$ cat config.mk
export PLATFORM = sky130hd
export DESIGN_NAME = ir_beacon_tx
export DESIGN_NICKNAME = d
export VERILOG_FILES = /design/src/rtl/ir_beacon_tx.sv
export SDC_FILE = /design/constraint.sdc
export NUM_CORES = 1
export LEC_CHECK = 0
export CORE_ASPECT_RATIO = 0.6
export CORE_MARGIN = 1
export CORE_UTILIZATION = 59
export DETAILED_ROUTE_END_ITERATION = 10
export GPL_TIMING_DRIVEN = 0
export PLACE_DENSITY = 0.95
export SLEW_MARGIN = 0
export SYNTH_ARGS = -nofsm -noshare
export SYNTH_HDL_FRONTEND = slang
export SYNTH_SLANG_ARGS = --single-unit
$ cat constraint.sdc
create_clock -name clk -period 7 [get_ports clk]
set_input_delay 1.4 -clock clk [delete_from_list [all_inputs] [get_ports clk]]
set_output_delay 1.4 -clock clk [all_outputs]
set_load 0.005 [all_outputs]
$ cat src/rtl/ir_beacon_tx.sv
// ir_beacon_tx: programmable IR beacon transmitter.
// Drives two IR LED channels with a 50% duty square-wave carrier of
// half-period H clocks (H=0 clamped to 1). Configuration arrives through a
// valid/ready handshake into a pending register and is promoted to active
// in IDLE or at a period boundary, so a running half-period is never cut.
// Optional feature macro: IR_TX_BURST_EN (mark/space burst gating).
//
// Handshake: a configuration transfer happens on a rising clk edge where
// cfg_valid && cfg_ready; cfg_ready is high whenever the pending slot is
// empty, and cfg_valid must hold its fields stable until that edge.
module ir_beacon_tx #(
    parameter int unsigned CLK_HZ = 100_000_000,
    parameter int          DIV_W  = 24,
    parameter int          CNT_W  = 10
) (
    input  logic             clk,
    input  logic             reset,
    input  logic             enable,
    input  logic             cfg_valid,
    output logic             cfg_ready,
    input  logic [DIV_W-1:0] cfg_half_period,
    input  logic [CNT_W-1:0] cfg_mark,
    input  logic [CNT_W-1:0] cfg_space,
    input  logic [1:0]       cfg_chan_mask,
    output logic [1:0]       ir_out,
    output logic             busy,
    output logic             period_tick
);

    // CLK_HZ documents the clock the divider values assume; no logic uses it.
    localparam int unsigned unused_clk_hz = CLK_HZ;

    localparam logic [DIV_W-1:0] DIV_ONE = {{(DIV_W-1){1'b0}}, 1'b1};

    typedef enum logic [1:0] {
        ST_IDLE  = 2'd0,
        ST_MARK  = 2'd1,
        ST_SPACE = 2'd2
    } state_t;

    state_t           state_q, state_d;
    logic [DIV_W-1:0] div_q, div_d;          // clocks into current half-period
    logic             half_q, half_d;        // 0 = first half, 1 = second half
    logic [1:0]       ir_q, ir_d;
    logic             tick_q, tick_d;
    logic             have_q, have_d;        // an active configuration exists
    logic             pfull_q, pfull_d;      // pending slot occupied
    logic [DIV_W-1:0] pend_h_q, pend_h_d;
    logic [1:0]       pend_mask_q, pend_mask_d;
    logic [DIV_W-1:0] act_h_q, act_h_d;
    logic [1:0]       act_mask_q, act_mask_d;

`ifdef IR_TX_BURST_EN
    localparam logic [CNT_W-1:0] CNT_ONE = {{(CNT_W-1){1'b0}}, 1'b1};
    logic [CNT_W-1:0] per_q, per_d;          // whole periods in current state
    logic [CNT_W-1:0] pend_mark_q, pend_mark_d;
    logic [CNT_W-1:0] pend_space_q, pend_space_d;
    logic [CNT_W-1:0] act_mark_q, act_mark_d;
    logic [CNT_W-1:0] act_space_q, act_space_d;
    logic             burst_on;
    assign burst_on = (act_mark_q != '0) && (act_space_q != '0);
`else
    // Mark/space fields are accepted but have no effect without bursts.
    logic unused_cfg;
    assign unused_cfg = ^{cfg_mark, cfg_space};
`endif

    logic [DIV_W-1:0] h_eff;
    logic             div_last;
    logic             boundary;
    logic             promote;
    logic [1:0]       mask_nx;

    assign h_eff    = (act_h_q == '0) ? DIV_ONE : act_h_q;
    assign div_last = (div_q == (h_eff - DIV_ONE));
    // Last cycle of a carrier period or of a silent period.
    assign boundary = (state_q != ST_IDLE) && half_q && div_last;
    assign promote  = pfull_q && ((state_q == ST_IDLE) || boundary);
    // Mask in force from the next cycle, including a same-edge promotion.
    assign mask_nx  = promote ? pend_mask_q : act_mask_q;

    assign cfg_ready   = !pfull_q;
    assign ir_out      = ir_q;
    assign busy        = (state_q != ST_IDLE);
    assign period_tick = tick_q;

    // Next-state, carrier phase and configuration promotion/capture.
    always_comb begin
        state_d     = state_q;
        div_d       = div_q;
        half_d      = half_q;
        ir_d        = ir_q;
        tick_d      = 1'b0;
        have_d      = have_q;
        pfull_d     = pfull_q;
        pend_h_d    = pend_h_q;
        pend_mask_d = pend_mask_q;
        act_h_d     = act_h_q;
        act_mask_d  = act_mask_q;
`ifdef IR_TX_BURST_EN
        per_d        = per_q;
        pend_mark_d  = pend_mark_q;
        pend_space_d = pend_space_q;
        act_mark_d   = act_mark_q;
        act_space_d  = act_space_q;
`endif

        case (state_q)
            ST_IDLE: begin
                ir_d   = 2'b00;
                div_d  = '0;
                half_d = 1'b0;
`ifdef IR_TX_BURST_EN
                per_d  = '0;
`endif
                if (have_q && enable) begin
                    state_d = ST_MARK;
                    ir_d    = mask_nx;
                    tick_d  = 1'b1;
                end
            end

            ST_MARK: begin
                if (!boundary) begin
                    if (div_last) begin
                        div_d  = '0;
                        half_d = 1'b1;
                        ir_d   = 2'b00;
                    end else begin
                        div_d = div_q + DIV_ONE;
                    end
                end else if (!enable) begin
                    state_d = ST_IDLE;
                    div_d   = '0;
                    half_d  = 1'b0;
                    ir_d    = 2'b00;
`ifdef IR_TX_BURST_EN
                    per_d   = '0;
`endif
                end else begin
                    div_d  = '0;
                    half_d = 1'b0;
`ifdef IR_TX_BURST_EN
                    if (burst_on && (per_q == (act_mark_q - CNT_ONE))) begin
                        state_d = ST_SPACE;
                        per_d   = '0;
                        ir_d    = 2'b00;
                    end else begin
                        per_d  = burst_on ? (per_q + CNT_ONE) : '0;
                        ir_d   = mask_nx;
                        tick_d = 1'b1;
                    end
`else
                    ir_d   = mask_nx;
                    tick_d = 1'b1;
`endif
                end
            end

`ifdef IR_TX_BURST_EN
            ST_SPACE: begin
                ir_d = 2'b00;
                if (!boundary) begin
                    if (div_last) begin
                        div_d  = '0;
                        half_d = 1'b1;
                    end else begin
                        div_d = div_q + DIV_ONE;
                    end
                end else if (!enable) begin
                    state_d = ST_IDLE;
                    div_d   = '0;
                    half_d  = 1'b0;
                    per_d   = '0;
                end else begin
                    div_d  = '0;
                    half_d = 1'b0;
                    if ((act_space_q == '0) || (per_q == (act_space_q - CNT_ONE))) begin
                        state_d = ST_MARK;
                        per_d   = '0;
                        ir_d    = mask_nx;
                        tick_d  = 1'b1;
                    end else begin
                        per_d = per_q + CNT_ONE;
                    end
                end
            end
`endif

            default: begin
                state_d = ST_IDLE;
                div_d   = '0;
                half_d  = 1'b0;
                ir_d    = 2'b00;
`ifdef IR_TX_BURST_EN
                per_d   = '0;
`endif
            end
        endcase

        if (promote) begin
            have_d     = 1'b1;
            pfull_d    = 1'b0;
            act_h_d    = pend_h_q;
            act_mask_d = pend_mask_q;
`ifdef IR_TX_BURST_EN
            act_mark_d  = pend_mark_q;
            act_space_d = pend_space_q;
`endif
        end

        if (cfg_valid && !pfull_q) begin
            pfull_d     = 1'b1;
            pend_h_d    = cfg_half_period;
            pend_mask_d = cfg_chan_mask;
`ifdef IR_TX_BURST_EN
            pend_mark_d  = cfg_mark;
            pend_space_d = cfg_space;
`endif
        end
    end

    // State and configuration registers with synchronous active-low reset.
    always_ff @(posedge clk) begin
        if (!reset) begin
            state_q     <= ST_IDLE;
            div_q       <= '0;
            half_q      <= 1'b0;
            ir_q        <= 2'b00;
            tick_q      <= 1'b0;
            have_q      <= 1'b0;
            pfull_q     <= 1'b0;
            pend_h_q    <= '0;
            pend_mask_q <= 2'b00;
            act_h_q     <= '0;
            act_mask_q  <= 2'b00;
`ifdef IR_TX_BURST_EN
            per_q        <= '0;
            pend_mark_q  <= '0;
            pend_space_q <= '0;
            act_mark_q   <= '0;
            act_space_q  <= '0;
`endif
        end else begin
            state_q     <= state_d;
            div_q       <= div_d;
            half_q      <= half_d;
            ir_q        <= ir_d;
            tick_q      <= tick_d;
            have_q      <= have_d;
            pfull_q     <= pfull_d;
            pend_h_q    <= pend_h_d;
            pend_mask_q <= pend_mask_d;
            act_h_q     <= act_h_d;
            act_mask_q  <= act_mask_d;
`ifdef IR_TX_BURST_EN
            per_q        <= per_d;
            pend_mark_q  <= pend_mark_d;
            pend_space_q <= pend_space_d;
            act_mark_q   <= act_mark_d;
            act_space_q  <= act_space_d;
`endif
        end
    end

endmodule
==> results.ini <==
[outcome]
status=finished, final reports clean

[pwr]
switchingPower_uw=325
power_leakage_nw=1.79
p_int_uw=836
vdd_ir_drop_max_uv=235
cellPowerDensity_nw_per_um2=236
clkPwrFrac=0.384
combinationalPowerShare=0.184
p_sw_frac=0.280
seq_power_share=0.432

[global_routing]
busiest_layer=met2
grt_pass1_wl_um=16700
grtUsageMet3=0.109
grt_pass1_vias=3413
grt_antenna_before_repair=0
overflow=0
grtUsageMet2=0.480
grt_max_degree=15
track_usage=0.293
grt.met1_usage=0.357

[logic_synthesis]
async_flop_share=0
yosysTopAreaCellShare=0.397
ys_warn_count=0
synthCells=474
synth_flop_cell=dfxtp_1
synth_top_cells_by_area=dfxtp_1 (40%), mux2i_1 (6.2%), nand2_1 (6.1%)
synth_edf_count=0
syn_area_per_cell_um2=8.84
ys_types=56
synth_seq_area_share=0.397
netlist_area_um2=4190
yosys.area.top_type=dfxtp_1
synthTopCellsByCount=dfxtp_1 (83), nand2_1 (68), nor2_1 (39), nor2b_1 (29), a21boi_0 (27)
yosysMostFrequentCell=dfxtp_1
syn-num-nets=526
ys_seq_elements=83

[sta]
setup-tns-final_ps=0
slew_headroom=0.537
max_freq_ghz=0.226
hold_viol_final=0
skew_ps=6.51
worst_pin_slew_ps=688
drv_slew=0
finalCritPeriodShare=0.632
setup_viol=0
rsz0062_at_grt=no
min_period_ps=4420
setup_slack_ps=2580

[finish]
fin_nets=571
final_util=0.727
antenna_cells=0
syn2layout_area_growth_pct=17.4
drive_gt1_frac=0.0611

[floorplan]
pin_count=55
dieHeight_um=67.3
initial_utilization=0.620
core_um2=6760
die_area_um2=7450
die_w_um=111
num_rows=23

[worst_setup_path]
slowest_stage=nor4_1
max_stage_delay_ps=640
startpoint_type=register
arrival_ps=4660
cp_max_fo=10
r2r-end=act_h_q[21]$_SDFFE_PN0N_
crit_family=simple AND/OR/NAND/NOR gates
crit_top_cell=nor4_1
ff2ff_path_depth=15
end_kind=register
path_class=register to register
path_cells=nor4_1, and4b_1, buf_2, a21oi_1, ha_1, and2_1, o21ai_0, a31oi_1, nor4_1, nand3_1, o41ai_2, buf_6, buf_8, mux2i_1, nor2b_1
r2r-start=act_h_q[6]$_SDFFE_PN0N_
ff2ff_setup_slack_ps=2580
path_buf_inv=3
critPathRequiredTime_ps=7240

[placed_design]
dp_hpwl_um=7620
preCtsSetupSlack_ps=2800
io_buffer_count=34
place_congestion=0.880

[min_path]
hp-class=register to register
hold_start=pend_h_q[2]$_SDFFE_PN0P_
whs_endpoint=pend_h_q[2]$_SDFFE_PN0P_
hold_depth=2

[clocking]
cts.repair.resized=0
h-tree-depth=3
cts_hold_buf=0
cts.sinks=83
clock_latency_ps=350
cts-root-buf=clkbuf_16
tritoncts=done
clock_path_buffers=2
clk_pin_slew_worst_paths_ps=60
postCtsSetupBuffers=0
cts_buffers=9

[route]
dr.pass1.iters=7
routed_via_density=6.08
wl_per_cell_um=17.2
initialDrtViolationCount=357
vias=3713
route.detailed.drc=0
wirelength_um=10500
ant_nets=0

[run]
maxCapViolCount=0

==> layer usage <==
layer,up-vias,share of wire
li1,1735,-
met1,1752,0.43
met2,192,0.46
met3,34,0.099
met4,0,0.018
met5,-,0
==> cell families (layout without fill, tap and decap cells) <==
logic type                 after synthesis  after routing  synth area share
muxes                                   26             26            0.0621
adders and majority gates                2              2           0.00597
and+or+nand+nor                        215            215             0.267
xor gates and xnor gates                51             51             0.110
DFF                                     83             83             0.397
AOI/OAI and AO/OA                       66             66             0.118
buffers and inverters                   31             81            0.0403
==> stage by stage <==
stage	hold slack, ps	total power [mW]	instances	area, um^2
6_report	476	1.16	611	4920
5_1_grt	496	1.20	611	4920
2_1_floorplan	443	0.657	474	4190
3_5_place_dp	457	0.716	595	4640
3_3_place_gp	453	0.703	595	4640
4_1_cts	470	1.16	611	4920
==> cells in the final DEF (no fill, tap or decap), types with 4 or more instances in the layout <==
cell             Yosys  layout
nand3_1             14      14
o21ai_0              7       7
inv_1                6       6
a31oi_1              5       5
clkbuf_1            16      17
clkbuf_16            0       9
nand4b_1             4       4
nor2b_1             29      29
a21oi_1              5       5
clkdlybuf4s50_1      0      34
xnor2_1             26      26
a21boi_0            27      27
and2_1               5       5
nor2_1              39      39
nor3_1               6       6
dfxtp_1             83      83
xor2_1              24      24
nand4_1             11      11
mux2i_1             26      26
and3_1              10      10
nor4_1               6       6
nand2b_1             6       6
nand2_1             68      68
==> worst max-delay path by stage <==
stage	start	end	slack, ps	cells after the start
after floorplan	act_h_q[11]$_SDFFE_PN0N_	half_q$_SDFFE_PP0N_	3370	15
after global placement	act_h_q[2]$_SDFFE_PN0N_	state_q[0]$_SDFFE_PN0P_	3000	15
after detailed placement	act_h_q[2]$_SDFFE_PN0N_	act_h_q[17]$_SDFFE_PN0N_	2800	16
after CTS	act_h_q[6]$_SDFFE_PN0N_	act_h_q[21]$_SDFFE_PN0N_	2740	15
after global routing	act_h_q[6]$_SDFFE_PN0N_	act_h_q[21]$_SDFFE_PN0N_	2370	15
final	act_h_q[6]$_SDFFE_PN0N_	act_h_q[21]$_SDFFE_PN0N_	2580	15
==> sequential cells by signal, summed over array words and instances, names as in the netlist <==
| signal | count |
|---|---|
| div_q | 24 |
| have_q | 1 |
| act_h_q | 24 |
| half_q | 1 |
| pend_h_q | 24 |
| act_mask_q | 2 |
| ir_out | 2 |
| pfull_q | 1 |
| period_tick | 1 |
| pend_mask_q | 2 |
| state_q | 1 |
==> tightest hold or removal path, cell delays in order (launching register included) <==
cell	delay (ps)
dfxtp_1	310
nand2_1	50
a21boi_0	60
==> area by class of cell <==
class                      instances  area [um^2]
buffer                            25          146
clock buffer                      11          243
clock inverter                     5         37.5
fill                             475         1840
inverter                           6         22.5
multi-input combinational        360         2360
sequential                        83         1660
tap                               87          109
timing repair buffer              34          340
==> power by group through the flow <==
stage                     logic, mW  registers, mW  clock network (mW)
after floorplan               0.151          0.506                   0
after global placement        0.193          0.510                   0
after detailed placement      0.204          0.511                   0
after CTS                     0.208          0.501               0.447
after global routing          0.231          0.503               0.465
final                         0.213          0.502               0.446
No activity file was read; power rests on OpenSTA's default activity.
==> edit 1 (same settings) <==
The 3 states of `state_t` get a one-hot encoding in 3 bits.
--- a/src/rtl/ir_beacon_tx.sv
+++ b/src/rtl/ir_beacon_tx.sv
@@ -32,10 +32,10 @@
 
     localparam logic [DIV_W-1:0] DIV_ONE = {{(DIV_W-1){1'b0}}, 1'b1};
 
-    typedef enum logic [1:0] {
-        ST_IDLE  = 2'd0,
-        ST_MARK  = 2'd1,
-        ST_SPACE = 2'd2
+    typedef enum logic [2:0] {
+        ST_IDLE  = 3'b001,
+        ST_MARK  = 3'b010,
+        ST_SPACE = 3'b100
     } state_t;
 
     state_t           state_q, state_d;
Behaviour: same outputs for any inputs over 10 cycles, from zero or initial values and one cycle with reset low; not proved beyond that.
==> edit 1 against the unedited design <==
  * The flow now finishes with violations (design-rule violations)
  * Routed wire length grew 4.2%
  * Cell count up 7.0%
  * Cell area up 3.4%
  * Die area increased by 2.3%
  * Worst setup slack lost 84 ps
  * Largest power group is now the clock network
  * Non-clock buffer count increased by 2
  * Sequential cell count is 1 higher
  * Fmax down 1.9%
  * Largest cell class unchanged
  * Area after synthesis grew 2.3%
  * Power is 13% higher
==> edit 1: results (changes against the unedited design) <==
Drt
  – DRC: 3 (+3)
  – 1st-iter DRT viols: 398 (+11%)
  – Drt wl/cell: 16.8 um (-2.6%)
  – WL final: 11.0 mm (+4.2%)
  – Drt pass-1 iters: 8 (+1)

Critical path
  – Slowest CP cell: nor4_2
  – Worst R2R Path Depth: 17 (+2)
  – Crit path to: div_q[10]
  – Max stage delay on crit path: 480 ps (-160 ps)
  – Critical path arrival: 4740 ps (+80 ps)

STA
  – Setup ws final: 2500 ps (-83.8 ps)
  – Setup Skew: 6.23 ps (-0.282 ps)
  – Fin Hold WS: 457 ps (-19.2 ps)
  – Worst slew pin tran: 533 ps (-155 ps)

Placement
  – DP Wirelength: 8.20 mm (+7.5%)
  – DP Cell Count: 638 (+7.2%)
  – IO buf count: 33 (-2.9%)
  – Place WS: 2570 ps (-234 ps)
  – Gpl congestion: 0.879 (-0.12%)
  – Placed Area: 4730 sq um (+1.9%)

Synth
  – Avg Cell Area, Syn: 8.28 sq um (-6.4%)
  – Sequential fraction of the synthesis area: 39.2% (-0.44 points)
  – Commonest cells post-synth: dfxtp_1, nand2_1, nor2_1
  – Net count after synthesis: 572 (+8.7%)
  – Post-synth cell types: 59 (+5.4%)
  – Dominant cells by area after synthesis: dfxtp_1, nand2_1, nor2_1

Global route
  – Pin count of the biggest net entering global routing: 16 (+1)
  – First-pass GRT wire length: 17.9 mm (+6.9%)
  – Gr usage total: 30.9% (+1.6 points)
  – Vias in the first global route: 3749 (+9.8%)

Final layout
  – Final nets: 616 (+7.9%)
  – Layout cells sized above 1: 7.05% (+0.95 points)

Power
  – VDD IR max: 146 uV (-38%)
  – Leak pwr: 2.08 nW (+16%)

Run status
  – Violated checks: design-rule violations
  – Status: finished, violations left

Worst hold path
  – Hold Crit Endpoint: ir_out[0]
[edit 1: routing by layer]
metal,share of wire (%),track usage [%],up-vias,wire length [um]
li1,-,-,1872,-
met1,44,38.5,1863,4860
met2,45,52.6,176,4970
met3,9.0,9.21,18,987
met4,1.4,9.67,0,156
met5,0,0,-,0
[edit 1: cells by family after synthesis]
logic type                 Yosys count  synth area share, %
buffers and inverters               43                 4.70
and+or+nand+nor                    238                 27.8
DFF                                 84                 39.2
muxes                               28                 6.77
adders and majority gates            4                 1.17
AOI/OAI and AO/OA                   76                 11.1
xor gates and xnor gates            45                 9.19
[edit 1: cell type report]
cell class	instances	area, sq um	area share (%)
buffer	28	145	2.85
clock buffer	10	239	4.70
clock inverter	6	119	2.34
inverter	15	56.3	1.11
multi-input combinational	391	2400	47.3
sequential	84	1680	33.1
tap	87	109	2.14
timing repair buffer	33	330	6.50
[edit 1: power by group]
group	internal [mW]	switching, mW
registers	0.494	0.0156
clock network	0.362	0.198
logic	0.105	0.136
total	0.962	0.350
==> edit 2 (same settings) <==
Made on the original files. `DIV_W`: 24 -> 36.
--- a/src/rtl/ir_beacon_tx.sv
+++ b/src/rtl/ir_beacon_tx.sv
@@ -10,7 +10,7 @@
 // empty, and cfg_valid must hold its fields stable until that edge.
 module ir_beacon_tx #(
     parameter int unsigned CLK_HZ = 100_000_000,
-    parameter int          DIV_W  = 24,
+    parameter int          DIV_W  = 36,
     parameter int          CNT_W  = 10
 ) (
     input  logic             clk,
Ports: changed (resized cfg_half_period); port bits go from 55 to 67. The function was not compared with the original's and may differ.
==> edit 2 against the unedited design <==
  * Area after synthesis is 44% higher
  * Sequential cell count is 36 higher
  * Power is 65% higher
  * Routed wire length is 59% higher
  * Worst setup slack worse by 1000 ps
  * Cell count is 50% higher
  * Cell area is 47% higher
  * Sequential share of layout area is 0.88 points lower
  * Synthesized cell count is 48% higher
  * Critical path depth is 3 higher
==> edit 2: results (changes against the unedited design) <==
Synth
  – Commonest cells post-synth: dfxtp_1, nand2_1, nor2_1
  – Net count after synthesis: 767 (+46%)
  – Dominant cells by area after synthesis: dfxtp_1, nand2_1, mux2i_1
  – Post-synth cell types: 59 (+5.4%)
  – Sequential fraction of the synthesis area: 39.4% (-0.28 points)

Placement
  – DP Wirelength: 11.8 mm (+55%)
  – IO buf count: 45 (+32%)
  – Gpl congestion: 0.910 (+3.4%)

Critical path
  – Critical R2R Launch: act_h_q[12]
  – Reg2reg end: div_q[23]
  – Slowest CP cell: nor4_2
  – Critical setup path kind: register to register
  – Flop2flop setup slack: 1560 ps (-1020 ps)
  – Critical path arrival: 5750 ps (+1090 ps)
  – Max stage delay on crit path: 700 ps (+60 ps)
  – Worst R2R Path Depth: 18 (+3)

STA
  – Slew headroom: 37.9% (-16 points)
  – Slew Limit Fails: 0 (unchanged)
  – Setup Skew: 7.60 ps (+1.09 ps)

Global route
  – GR Util met1: 41.7% (+6.1 points)
  – Gr usage total: 32.5% (+3.1 points)
  – First-pass GRT wire length: 26.6 mm (+59%)
  – Vias in the first global route: 5293 (+55%)
  – Initial antenna violation count: 0 (unchanged)
  – Pin count of the biggest net entering global routing: 17 (+2)
  – Grt met2 use: 52.4% (+4.4 points)
  – Met3 Resource Use GR: 9.09% (-1.8 points)

Drt
  – 1st-iter DRT viols: 586 (+64%)
  – Met2 WL: 7.50 mm (+56%)
  – Via density: 5.98 (-1.6%)
  – WL final: 16.7 mm (+59%)
  – Drt pass-1 iters: 7 (unchanged)
  – Wire length on met3: 1.48 mm (+42%)
  – Routed met1 length: 7.37 mm (+64%)

Power
  – Leak pwr: 2.64 nW (+48%)
  – VDD IR max: 197 uV (-16%)

CTS
  – Clock slew at reported path FFs: 60 ps (about the same)
  – Root Driver: clkbuf_16
  – CTS Buf Count: 17 (+8)
  – Clock latency on the worst-skew pair: 420 ps (+70 ps)
  – H-tree Lvls: 4 (+1)

Run status
  – Status: finished, final reports clean

Worst hold path
  – HP Start: pend_h_q[25]

Final layout
  – Filler cells: 651 (+37%)
  – Regs by FF count: act_h_q (36), div_q (36), pend_h_q (36)
  – Layout cells sized above 1: 7.18% (+1.1 points)
  – Final nets: 831 (+46%)
[edit 2: cell families after synthesis]
family	after synthesis	synth area share, %
adder cells (fa/ha/maj)	2	0.413
multiplexers	44	7.32
AO/OA/AOI/OAI	82	10.5
AND/OR/NAND/NOR	329	27.3
buffers and inverters	48	3.66
XOR/XNOR	79	11.4
flip-flops	119	39.4
[edit 2: area by class of cell]
class | count | area [sq um] | area share [%]
buffer | 33 | 165 | 2.28
clock buffer | 18 | 429 | 5.93
clock inverter | 14 | 143 | 1.97
inverter | 15 | 56.3 | 0.777
multi-input combinational | 536 | 3450 | 47.6
sequential | 119 | 2380 | 32.9
tap | 135 | 169 | 2.33
timing repair buffer | 45 | 450 | 6.22
[edit 2: power breakdown]
part	internal, mW	switching, mW
clock	0.497	0.355
sequential	0.699	0.0208
combinational	0.155	0.194
total	1.35	0.570
[edit 2: worst min-delay path by stage]
stage,end,slack (ps),cells after the start
finish,pend_h_q[25],460,2
global route,pend_h_q[25],490,2
CTS,pend_h_q[25],470,2
detailed placement,pend_h_q[25],460,2
global placement,pend_h_q[26],450,2
floorplan,pend_h_q[29],440,2
[edit 2: stage by stage]
step / worst slack, ps / power, mW / cells / cell area [sq um]
floorplan: 2970 / 0.978 / 703 / 6050
global placement: 1970 / 1.06 / 883 / 6670
detailed placement: 1920 / 1.07 / 883 / 6670
CTS: 1750 / 1.91 / 915 / 7240
global route: 1310 / 1.98 / 915 / 7240
finish: 1560 / 1.92 / 915 / 7240
[edit 2: worst reg2reg max path: cells and delay by family (launching register included)]
kind / cells / cell delay [ps]
buffers and inverters: 5 / 1250
DFF: 1 / 310
AOI/OAI and AO/OA: 2 / 830
and+or+nand+nor: 9 / 2600
xor gates and xnor gates: 1 / 150
adders and majority gates: 1 / 210
